**config.mk**
```make
export PLATFORM = sky130hd
export DESIGN_NAME = rr_decode_arbiter
export DESIGN_NICKNAME = d
export VERILOG_FILES = /design/src/rtl/rr_decode_arbiter.sv
export SDC_FILE = /design/constraint.sdc
export NUM_CORES = 1
export LEC_CHECK = 0
export CORE_MARGIN = 1.5
export CORE_UTILIZATION = 43
export CTS_CLUSTER_SIZE = 28
export DETAILED_ROUTE_END_ITERATION = 8
export HOLD_SLACK_MARGIN = 0.03
export PLACE_DENSITY = 0.66
export SLEW_MARGIN = 0
export SYNTH_ARGS = -nofsm -noshare
export SYNTH_HDL_FRONTEND = slang
export SYNTH_SLANG_ARGS = --single-unit
export TNS_END_PERCENT = 100
```
**constraint.sdc**
```tcl
create_clock -name clk -period 5.1 [get_ports clk]
set_clock_uncertainty 0.05 [all_clocks]
set_input_delay 1.02 -clock clk [delete_from_list [all_inputs] [get_ports clk]]
set_output_delay 1.02 -clock clk [all_outputs]
set_load 0.01 [all_outputs]
```
**src/rtl/rr_decode_arbiter.sv**
```systemverilog
// Round-robin arbiter for a shared 8-way one-hot select. Grants are registered,
// held while the owner keeps requesting, and revoked after MAX_HOLD cycles.
module rr_decode_arbiter #(
   parameter int MAX_HOLD = 16,
   parameter int CNT_W    = 8
) (
   input  logic       clk,
   input  logic       rst_n,
   input  logic       Enable,
   input  logic [7:0] Req,
   output logic [7:0] Grant,
   output logic [2:0] GrantIdx,
   output logic       GrantValid,
   output logic       Timeout
);

   typedef enum logic {IDLE, BUSY} state_t;

   state_t           state, state_nx;
   logic [CNT_W-1:0] cnt, cnt_nx;
   logic [7:0]       grant_nx;
   logic [2:0]       idx_nx;
   logic             valid_nx;
   logic             timeout_nx;

   logic [2:0]       sel;
   logic [2:0]       probe;
   logic             found;

   // Scan starts one past the last owner; the last owner itself is checked last.
   always_comb begin
      sel   = GrantIdx;
      found = 1'b0;
      probe = GrantIdx;
      for (int i = 1; i <= 8; i++) begin
         probe = GrantIdx + 3'(i);
         if (!found && Req[probe]) begin
            found = 1'b1;
            sel   = probe;
         end
      end
   end

   always_comb begin
      state_nx   = state;
      cnt_nx     = cnt;
      grant_nx   = Grant;
      idx_nx     = GrantIdx;
      valid_nx   = GrantValid;
      timeout_nx = 1'b0;
      case (state)
         IDLE: begin
            grant_nx = 8'h00;
            valid_nx = 1'b0;
            if (Enable && found) begin
               grant_nx = 8'h01 << sel;
               idx_nx   = sel;
               valid_nx = 1'b1;
               cnt_nx   = CNT_W'(1);
               state_nx = BUSY;
            end
         end
         BUSY: begin
            if (!Enable || !Req[GrantIdx]) begin
               grant_nx = 8'h00;
               valid_nx = 1'b0;
               state_nx = IDLE;
            end else if ((MAX_HOLD != 0) && (cnt == CNT_W'(MAX_HOLD))) begin
               grant_nx   = 8'h00;
               valid_nx   = 1'b0;
               timeout_nx = 1'b1;
               state_nx   = IDLE;
            end else if (cnt != {CNT_W{1'b1}}) begin
               cnt_nx = cnt + CNT_W'(1);
            end
         end
         default: state_nx = IDLE;
      endcase
   end

   always_ff @(posedge clk) begin
      if (!rst_n) begin
         state      <= IDLE;
         cnt        <= '0;
         Grant      <= 8'h00;
         GrantIdx   <= 3'b111;
         GrantValid <= 1'b0;
         Timeout    <= 1'b0;
      end else begin
         state      <= state_nx;
         cnt        <= cnt_nx;
         Grant      <= grant_nx;
         GrantIdx   <= idx_nx;
         GrantValid <= valid_nx;
         Timeout    <= timeout_nx;
      end
   end

endmodule

```
==> metrics.cfg <==
[pwr]
p_leak_uw=0.000812
combPwrFrac_pct=71.5
p_sw_share_pct=46.7
p_clk_share_pct=10.1
p_per_area_mw_per_mm2=570
ir_worst_vdd_v=0.000209
internal_power_uw=664
p_sw_uw=581
p_total_uw=1250
pwr-share-seq_pct=18.4

[route]
ant_nets=0
drc=0
wl_met1_um=1980
drt_wl_total_um=4060
dr_wl_met3_um=142
via_per_inst=6.00
routedWlPerCell_um=15.1
first_pass_iters=4
drt-initial-drc-count=110
topRoutingLayerUsed=met4
vias=1609
wl_met2_um=1920

[synthesis]
synth_mux_area_share_pct=22.9
syn_inst=198
synth_top_family_by_area=multiplexers
synth_cell_types=58
ys_seq_area_share_pct=23.3
synthTopCellsByArea=dfxtp_1 (23%), mux4_2 (12%), mux2i_1 (8.0%)
synth-simple-area-share_pct=21.1
postSynth.asyncResetShare_pct=0
synth-xor-area-share_pct=7.02
netlist_area_mm2=0.00189
synth-adder-area-share_pct=2.65
ys_top_cells_by_count=dfxtp_1 (22), nand2_1 (22), mux2i_1 (15)
synth-edff-count=0
ys_ff_latch=22
yosys_warnings=0
synth_top_area_share_pct=23.3
synth.avg_cell_area_um2=9.54
synth-compound-area-share_pct=18.1
synth_largest_area_cell=dfxtp_1
synth_flop_cell=dfxtp_1
syn_nets=213

[clock_tree]
clk_pin_slew_worst_paths_ns=0.08
h-tree-depth=1
cts-root-buf=clkbuf_8
postCtsHoldBufs=0
cts_tree=built
clkSinkCount=22
clock_latency_ns=0.26
numCtsBuffers=3
clk_path_buf_depth=2
cts_resized=0
cts_setup_buffers=0

[place]
portBuffers=23
place.gp.congestion=0.839
dpl.hpwl_um=3070
dpl_worst_slack_ns=1.14

[worst_setup_path]
path_class=reg -> reg
crit_path_max_incr_delay_ns=0.77
crit_arrival_ns=3.98
critPathLaunchType=register
r2r_end=Grant[6]
critPathRequiredTime_ns=5.21
timing.rr.start=GrantIdx[0]
endpoint=Grant[6]
ff2ff_path_depth=11
startpoint=GrantIdx[0]
setup.worst_path.end_class=register
crit_fanout=23
cp_slowest_cell=ha_1
rrSetupSlack_ns=1.23
path_cells=buf_4 -> inv_1 -> ha_1 -> mux2i_1 -> mux4_2 -> nor3b_2 -> a2111oi_1 -> or3_1 -> a211o_1 -> clkinv_1 -> a32o_1

[timing]
rsz0062_at_grt=false
finalSetupViolations=0
finalHoldViolCount=0
layout_setup_ws_ns=1.23
relSlewSlack_pct=49.9
min_period_ns=3.87
worst-slew-pin-transition_ns=0.751
timing.final.crit_share_pct=75.9
maxSlewViolCount=0
finalSetupTns_ns=0
fmaxAchievable_ghz=0.258

[global_route]
grt_use_total_pct=17.9
grt_antenna_before_repair=0
grt_pass1_wl_um=7240
overflow=0
grt_max_degree=24
grt_pass1_vias=1520

[floorplan]
core_area_mm2=0.00412
start_util_pct=45.9
die_area_mm2=0.00480
die_w_um=69.3
ios=24
rows=23
dieHeight_um=69.3

[layout]
nets=234
num_antenna_cells=0
area_growth_pct=15.7
drive_gt1_share_pct=14.7
fin_util_pct=53.1

[outcome]
status=completed

[run]
maxCapViolations=0

[hold_path]
hp-class=reg -> reg

layout by cell type, fill, tap and decap left out, drive strengths merged, types with 3 or more instances in the layout:
cell type	synthesis	final
mux4	10	10
clkbuf	1	4
xor2	7	7
clkdlybuf4s50	0	23
nand4	4	4
dfxtp	22	22
xnor2	6	6
and3	3	3
o21a	3	3
o31ai	4	4
a21oi	4	4
nand2	22	22
nor2	10	10
nand2b	3	3
nand3	11	11
o21ai	6	6
inv	6	6
and2	5	5
mux2i	15	15
or3	3	3
ha	4	4
mux2	5	5
sequential cells by signal, indices dropped and copies added (netlist names):
name / cells
Grant: 8
GrantIdx: 3
GrantValid: 1
Timeout: 1
cnt: 8
state: 1
logic make-up after synthesis:
group | count (synthesis)
adders and majority gates | 4
AOI/OAI and AO/OA | 40
DFF | 22
and+or+nand+nor | 73
buffers and inverters | 16
muxes | 30
xor gates and xnor gates | 13
layout make-up:
| type | count | area, µm² |
|---|---|---|
| clock buffers | 4 | 55.1 |
| repair buffers | 25 | 245 |
| flip-flops and latches | 22 | 440 |
| inverters | 7 | 26.3 |
| well taps | 50 | 62.6 |
| fillers | 398 | 1930 |
| multi-input cells | 160 | 1360 |
worst min-delay path by stage:
stage / startpoint / cells after the start / slack [ns] / endpoint
floorplan: state / 2 / 0.41 / Timeout
detailed placement: Grant[0] / 2 / 0.40 / Grant[0]
finish: Grant[5] / 2 / 0.41 / Grant[5]
CTS: Grant[0] / 2 / 0.41 / Grant[0]
global route: Grant[2] / 2 / 0.44 / Grant[2]
global placement: Grant[5] / 2 / 0.39 / Grant[5]
worst max-delay path: cells and delay by family (launching register included):
family | cells | cell delay (ns)
compound gates | 3 | 0.85
fa+ha+maj | 1 | 0.77
buf+inv | 3 | 0.61
mux | 2 | 0.81
simple gates | 2 | 0.35
flops | 1 | 0.31
through the flow:
step	hold WS, ns	instances	cell area [µm²]
after detailed placement	0.401	264	2130
after global routing	0.441	268	2180
after CTS	0.414	268	2180
after floorplan	0.408	198	1890
final	0.410	268	2180
after global placement	0.395	264	2130
power groups by stage:
| stage | sequential, µW | combinational, µW | clock [µW] |
|---|---|---|---|
| finish | 229 | 891 | 126 |
| global placement | 232 | 887 | 0 |
| detailed placement | 233 | 883 | 0 |
| CTS | 229 | 887 | 130 |
| global route | 234 | 975 | 137 |
| floorplan | 238 | 706 | 0 |
layer usage:
metal / up-vias / track usage [%]
li1: 794 / -
met1: 782 / 25.4
met2: 31 / 28.6
met3: 2 / 4.22
met4: 0 / 2.18
met5: - / 0
Power figures use the tool's default switching activity.
